### config.mk
export PLATFORM = sky130hd
export DESIGN_NAME = dmem_arbiter
export DESIGN_NICKNAME = d
export VERILOG_FILES = /design/src/rtl/dmem_pkg.sv /design/src/rtl/dmem_lane.sv /design/src/rtl/dmem_arbiter.sv
export SDC_FILE = /design/constraint.sdc
export NUM_CORES = 1
export LEC_CHECK = 0
export BUFFER_PORTS_ARGS = -buffer_cell sky130_fd_sc_hd__buf_2
export CAP_MARGIN = 20
export CELL_PAD_IN_SITES_DETAIL_PLACEMENT = 1
export CELL_PAD_IN_SITES_GLOBAL_PLACEMENT = 1
export CORE_ASPECT_RATIO = 0.8
export CORE_MARGIN = 3
export CORE_UTILIZATION = 24
export DETAILED_ROUTE_END_ITERATION = 10
export PLACE_DENSITY = 0.85
export SLEW_MARGIN = 20
export SYNTH_ARGS = -nofsm -noshare
export SYNTH_HDL_FRONTEND = slang
export SYNTH_SLANG_ARGS = --single-unit
### constraint.sdc
create_clock -name clk -period 2 [get_ports clk]
set_input_delay 0.1 -clock clk [delete_from_list [all_inputs] [get_ports clk]]
set_output_delay 0.1 -clock clk [all_outputs]
set_load 0.01 [all_outputs]
### src/rtl/dmem_pkg.sv
// Shared types for the data-memory arbiter: access size codes, response FSM states and the
// response register captured at grant time.
package dmem_pkg;

    localparam logic [1:0] SZ_B = 2'd0;
    localparam logic [1:0] SZ_H = 2'd1;
    localparam logic [1:0] SZ_W = 2'd2;

    typedef enum logic [0:0] {
        StIdle,
        StResp
    } state_e;

    typedef struct packed {
        logic       port;
        logic [1:0] offset;
        logic [1:0] size;
        logic       uns;
        logic       is_read;
        logic       err;
    } resp_t;

endpackage

### src/rtl/dmem_lane.sv
// Byte-lane helper: store-side lane replication and byte enables, load-side extract and
// sign/zero extension.
module dmem_lane
    import dmem_pkg::*;
(
    input  logic [1:0]  size,
    input  logic [1:0]  offset,
    input  logic        uns,
    input  logic [31:0] st_data,
    input  logic [31:0] ld_word,
    output logic [3:0]  be,
    output logic [31:0] st_lanes,
    output logic [31:0] ld_data
);

    logic [31:0] shifted;

    assign shifted = ld_word >> {offset, 3'b000};

    always_comb begin
        be       = 4'h0;
        st_lanes = 32'h0;
        ld_data  = 32'h0;
        case (size)
            SZ_B: begin
                be       = 4'b0001 << offset;
                st_lanes = {4{st_data[7:0]}};
                ld_data  = {{24{~uns & shifted[7]}}, shifted[7:0]};
            end
            SZ_H: begin
                be       = 4'b0011 << offset;
                st_lanes = {2{st_data[15:0]}};
                ld_data  = {{16{~uns & shifted[15]}}, shifted[15:0]};
            end
            SZ_W: begin
                be       = 4'hF;
                st_lanes = st_data;
                ld_data  = shifted;
            end
            default: ;
        endcase
    end

endmodule

### src/rtl/dmem_arbiter.sv
// Two-port round-robin arbiter in front of a single-port synchronous data memory, with
// alignment/range checking and a one-deep pipelined response path.
module dmem_arbiter
    import dmem_pkg::*;
#(
    parameter int unsigned ADDR_W    = 32,
    parameter int unsigned MEM_WORDS = 1024,
    parameter int unsigned WADDR_W   = 10
) (
    input  logic               clk,
    input  logic               rst,
    input  logic               p0_req,
    input  logic               p0_we,
    input  logic [ADDR_W-1:0]  p0_addr,
    input  logic [31:0]        p0_wdata,
    input  logic [1:0]         p0_size,
    input  logic               p0_unsigned,
    output logic               p0_gnt,
    output logic               p0_rvalid,
    output logic [31:0]        p0_rdata,
    output logic               p0_err,
    input  logic               p1_req,
    input  logic               p1_we,
    input  logic [ADDR_W-1:0]  p1_addr,
    input  logic [31:0]        p1_wdata,
    input  logic [1:0]         p1_size,
    input  logic               p1_unsigned,
    output logic               p1_gnt,
    output logic               p1_rvalid,
    output logic [31:0]        p1_rdata,
    output logic               p1_err,
    input  logic               p1_lock,
    output logic               mem_en,
    output logic               mem_we,
    output logic [WADDR_W-1:0] mem_addr,
    output logic [31:0]        mem_wdata,
    output logic [3:0]         mem_be,
    input  logic [31:0]        mem_rdata
);

    localparam logic [ADDR_W:0] ADDR_LIMIT = (ADDR_W + 1)'(MEM_WORDS) << 2;

    state_e            state_q, state_d;
    resp_t             resp_q, resp_d;
    logic              prio_q, prio_d;  // 0 favours p0 on a tie
    logic              lock_q, lock_d;
    logic              lock_eff, gnt_any;
    logic              sel_we, sel_uns, sel_err;
    logic [ADDR_W-1:0] sel_addr;
    logic [31:0]       sel_wdata, req_st, ld_data;
    logic [1:0]        sel_size;
    logic [3:0]        req_be;
    logic [31:0]       req_ld_unused, resp_st_unused;
    logic [3:0]        resp_be_unused;

    // A dropped p1_lock releases the lock in the same cycle it is seen.
    assign lock_eff = lock_q & p1_lock;

    always_comb begin
        p0_gnt = 1'b0;
        p1_gnt = 1'b0;
        if (!rst) begin
            if (lock_eff) begin
                p1_gnt = p1_req;
            end else if (p0_req && p1_req) begin
                p0_gnt = ~prio_q;
                p1_gnt = prio_q;
            end else begin
                p0_gnt = p0_req;
                p1_gnt = p1_req;
            end
        end
    end

    assign gnt_any   = p0_gnt | p1_gnt;
    assign sel_we    = p1_gnt ? p1_we       : p0_we;
    assign sel_addr  = p1_gnt ? p1_addr     : p0_addr;
    assign sel_wdata = p1_gnt ? p1_wdata    : p0_wdata;
    assign sel_size  = p1_gnt ? p1_size     : p0_size;
    assign sel_uns   = p1_gnt ? p1_unsigned : p0_unsigned;

    assign sel_err = (sel_size == 2'd3)
                   | ((sel_size == SZ_H) & sel_addr[0])
                   | ((sel_size == SZ_W) & (|sel_addr[1:0]))
                   | ({1'b0, sel_addr} >= ADDR_LIMIT);

    dmem_lane u_req_lane (
        .size     (sel_size),
        .offset   (sel_addr[1:0]),
        .uns      (sel_uns),
        .st_data  (sel_wdata),
        .ld_word  (32'h0),
        .be       (req_be),
        .st_lanes (req_st),
        .ld_data  (req_ld_unused)
    );

    assign mem_en    = gnt_any & ~sel_err;
    assign mem_we    = mem_en & sel_we;
    assign mem_addr  = mem_en ? sel_addr[WADDR_W+1:2] : '0;
    assign mem_be    = mem_en ? (sel_we ? req_be : 4'hF) : 4'h0;
    assign mem_wdata = mem_we ? req_st : 32'h0;

    always_comb begin
        prio_d = prio_q;
        if (p0_gnt) prio_d = 1'b1;
        else if (p1_gnt) prio_d = 1'b0;

        lock_d = lock_q;
        if (p1_gnt && p1_lock) lock_d = 1'b1;
        else if (!p1_lock) lock_d = 1'b0;

        resp_d = resp_q;
        if (gnt_any) begin
            resp_d.port    = p1_gnt;
            resp_d.offset  = sel_addr[1:0];
            resp_d.size    = sel_size;
            resp_d.uns     = sel_uns;
            resp_d.is_read = ~sel_we;
            resp_d.err     = sel_err;
        end
    end

    always_ff @(posedge clk) begin
        if (rst) begin
            prio_q <= 1'b0;
            lock_q <= 1'b0;
            resp_q <= '0;
        end else begin
            prio_q <= prio_d;
            lock_q <= lock_d;
            resp_q <= resp_d;
        end
    end

    always_ff @(posedge clk) begin
        if (rst) state_q <= StIdle;
        else     state_q <= state_d;
    end

    always_comb begin
        state_d = gnt_any ? StResp : StIdle;
    end

    dmem_lane u_resp_lane (
        .size     (resp_q.size),
        .offset   (resp_q.offset),
        .uns      (resp_q.uns),
        .st_data  (32'h0),
        .ld_word  (mem_rdata),
        .be       (resp_be_unused),
        .st_lanes (resp_st_unused),
        .ld_data  (ld_data)
    );

    always_comb begin
        p0_rvalid = 1'b0;
        p1_rvalid = 1'b0;
        p0_rdata  = 32'h0;
        p1_rdata  = 32'h0;
        p0_err    = 1'b0;
        p1_err    = 1'b0;
        if (state_q == StResp && !rst) begin
            if (resp_q.port) begin
                p1_rvalid = 1'b1;
                p1_err    = resp_q.err;
                p1_rdata  = (resp_q.is_read && !resp_q.err) ? ld_data : 32'h0;
            end else begin
                p0_rvalid = 1'b1;
                p0_err    = resp_q.err;
                p0_rdata  = (resp_q.is_read && !resp_q.err) ? ld_data : 32'h0;
            end
        end
    end

endmodule

==> impl_metrics.toml <==
[status]
outcome = "complete, but fails checks"
failed_checks = "setup timing"

[critical_path]
path_class = "reg -> out"
path_max_fanout = 33
crit_arrival_ps = 2100
worstPathRequired_ps = 1900
r2r-end = "resp_q[3]$_SDFFE_PP0P_"
endpoint_kind = "output pin"
critical-path-top-delay-family = "compound AO/OA/AOI/OAI gates"
cpMostUsedCell = "buf_12"
cp-start-kind = "flop"
r2r_start = "lock_q$_SDFFE_PP0P_"
r2r_slack_ps = 270
critPathSlowestCell = "dfxtp_2"
max_stage_delay_ps = 320
path_buf_inv = 3
ff2ff_path_depth = 7
cp_cell_sequence = "a21bo_4, o21ai_4, buf_12, mux2i_4, nand3_2, buf_12, a311oi_1, buf_2"

[cts]
clock_path_buffers = 2
cts_tree = "built"
root_buffer = "clkbuf_16"
clk_latency_ps = 240
clk_pin_slew_ps = 40
cts_made_buffers = 3
holdBufCountCts = 0
cts_sinks = 11
htreeDepth = 1

[timing]
period_needed_ps = 2200
worst_slew_pin_slew_ps = 470
rsz0062_at_grt = "true"
report.final.hold_viol_count = 0
fin_skew_ps = 3.09
max_freq_ghz = 0.454
drv_slew = 0
relSlewSlack_pct = 68.4
setup_violations = 80
layout_setup_ws_ps = -202
finalCritPeriodShare_pct = 110
whs_ps = 89.7

[place]
dp_hpwl_um = 14000
postPlaceCellArea_um2 = 4980
port_buffers = 290
pre_cts_slack_ps = -37.7
place_inst = 965
place_congestion = 0.881

[worst_hold_path]
min-delay-path-class = "in -> reg"
hold_end = "prio_q$_SDFFE_PP0P_"
hold_path.startpoint = "p1_req"
min_path_cells = 2

[floorplan]
fp-row-count = 37
die_h_um = 109
io_pins = 291
initial_core_util_pct = 24.7
die-area_um2 = 14800
die-width_um = 135
coreArea_um2 = 13000

[synthesis]
synth_edf_count = 0
syn_avg_cell_area_um2 = 6.22
syn_nets = 688
yosysWarnings = 0
ys.flop_type = "dfxtp_1"
ys_async_sr_fraction_pct = 0
postSynthCellCount = 515
synth_seq_area_share_pct = 6.88
ys_types = 52
synth_seq_cells = 11
syn_area_um2 = 3200

[finish]
fin_nets = 988
instances_no_fill = 989
final_layout_size_suffix_gt1_share_pct = 53.7
nFillCells = 1717
layout_commonest_cell = "buf_2"
area_growth_pct = 81.5
final_cell_mix = "buf_2, nor2_1, nand2_1, mux2i_1, buf_4"
antenna_cells = 0
final_area_um2 = 5810

[route]
drc = 0
first_pass_iters = 4
vias = 5197
wire_per_inst_um = 19.2
antenna_left = 0
vias_per_cell = 5.25
routed_wl_um = 18900
drt_iter0_drc = 283

[global_route]
grt_usage_pct = 22.5
grt_overflow_total = 0
grt_pass1_wl_um = 27000
grt_max_degree = 37
grt_pass1_vias = 5097
antenna_found_initial = 0

[pwr]
power.leakage_nw = 2.90
pwr_density_cell_nw_per_um2 = 332
ir_drop_mv = 0.261
p_total_mw = 1.93

[run]
maxCapViolCount = 0
[area by class of cell]
cell class	count	area, µm²	area share [%]
clock buffers	3	75.1	1.29
multi-input cells	448	3160	54.3
well taps	175	219	3.77
repair buffers	342	2090	36.0
clock inverters	1	5.00	0.0861
flip-flops and latches	11	228	3.92
inverters	9	33.8	0.581
[metal layers]
layer	vias to the layer above	wire, µm	GRT usage (%)	part of all wire, %
li1	2428	-	-	-
met1	2541	7810	28.9	41
met2	202	9560	41.2	50
met3	26	1270	3.02	6.7
met4	0	308	3.09	1.6
met5	-	0	0	0
[metrics by stage]
| stage | util, % | TNS [ps] |
|---|---|---|
| floorplan | - | 0 |
| global placement | 38.4 | 0 |
| detailed placement | 38.4 | -37.7 |
| CTS | 42.5 | -8010 |
| global route | 44.8 | -15020 |
| finish | 44.8 | -9600 |
[cell usage after synthesis (2+ instances only)]
cell type | n | area share, %
a211o_1 | 2 | 0.55
xor2_1 | 4 | 1.1
nor4_1 | 10 | 2.0
dfxtp_1 | 11 | 6.9
a311oi_2 | 2 | 0.94
a311oi_1 | 5 | 1.4
nand2b_1 | 6 | 1.2
clkbuf_1 | 26 | 3.0
a21o_1 | 2 | 0.47
a311o_1 | 2 | 0.63
a221oi_1 | 3 | 0.82
o22a_1 | 11 | 3.0
a211oi_2 | 2 | 0.78
mux2_2 | 20 | 7.0
nand3_1 | 4 | 0.63
mux2i_1 | 44 | 14
o211ai_1 | 13 | 3.0
nor2b_1 | 10 | 2.0
nand2_1 | 84 | 9.8
buf_2 | 18 | 2.8
o21ai_0 | 17 | 2.7
a22oi_1 | 7 | 1.6
inv_1 | 8 | 0.94
nor2_1 | 103 | 12
a211oi_1 | 5 | 1.2
nor3b_1 | 3 | 0.70
nand3b_1 | 10 | 2.3
nor3_1 | 8 | 1.3
o311ai_0 | 2 | 0.55
a21oi_1 | 51 | 8.0
[cells by family (layout without fill, tap and decap cells)]
family	Yosys count	count (layout)	synth area share [%]
compound gates	135	135	29.3
xor+xnor	5	5	1.37
buf+inv	56	355	7.62
flops	11	11	6.88
mux	65	65	21.5
simple gates	243	243	33.3
[worst max-delay path by stage]
stage | from | end | slack (ps) | depth (start not counted)
2_1_floorplan | lock_q$_SDFFE_PP0P_ | mem_wdata[26] | 180 | 6
3_3_place_gp | lock_q$_SDFFE_PP0P_ | mem_wdata[24] | 20 | 6
3_5_place_dp | lock_q$_SDFFE_PP0P_ | mem_wdata[24] | -40 | 6
4_1_cts | lock_q$_SDFFE_PP0P_ | mem_wdata[24] | -180 | 7
5_1_grt | lock_q$_SDFFE_PP0P_ | mem_wdata[15] | -270 | 9
6_report | lock_q$_SDFFE_PP0P_ | mem_wdata[31] | -200 | 8
[what timing repair did]
| action | in CTS | in global routing |
|---|---|---|
| resized for setup | 64 | 52 |
| gates cloned | 2 | 4 |
| hold endpoints to repair | 0 | 0 |
| setup buffers | 9 | 8 |
| pin swaps | 18 | 14 |
| setup endpoints to repair | 94 | 99 |
[where the power goes]
group / internal, mW / total (mW) / switching (mW)
clock: 0.265 / 0.373 / 0.107
sequential: 0.240 / 0.270 / 0.0301
combinational: 0.607 / 1.29 / 0.681
total: 1.11 / 1.93 / 0.819
[registers in the layout (all words and copies together) (netlist names)]
name and cells:
resp_q 8, prio_q 1, state_q 1, lock_q 1
(Power assumes the default switching activity.)
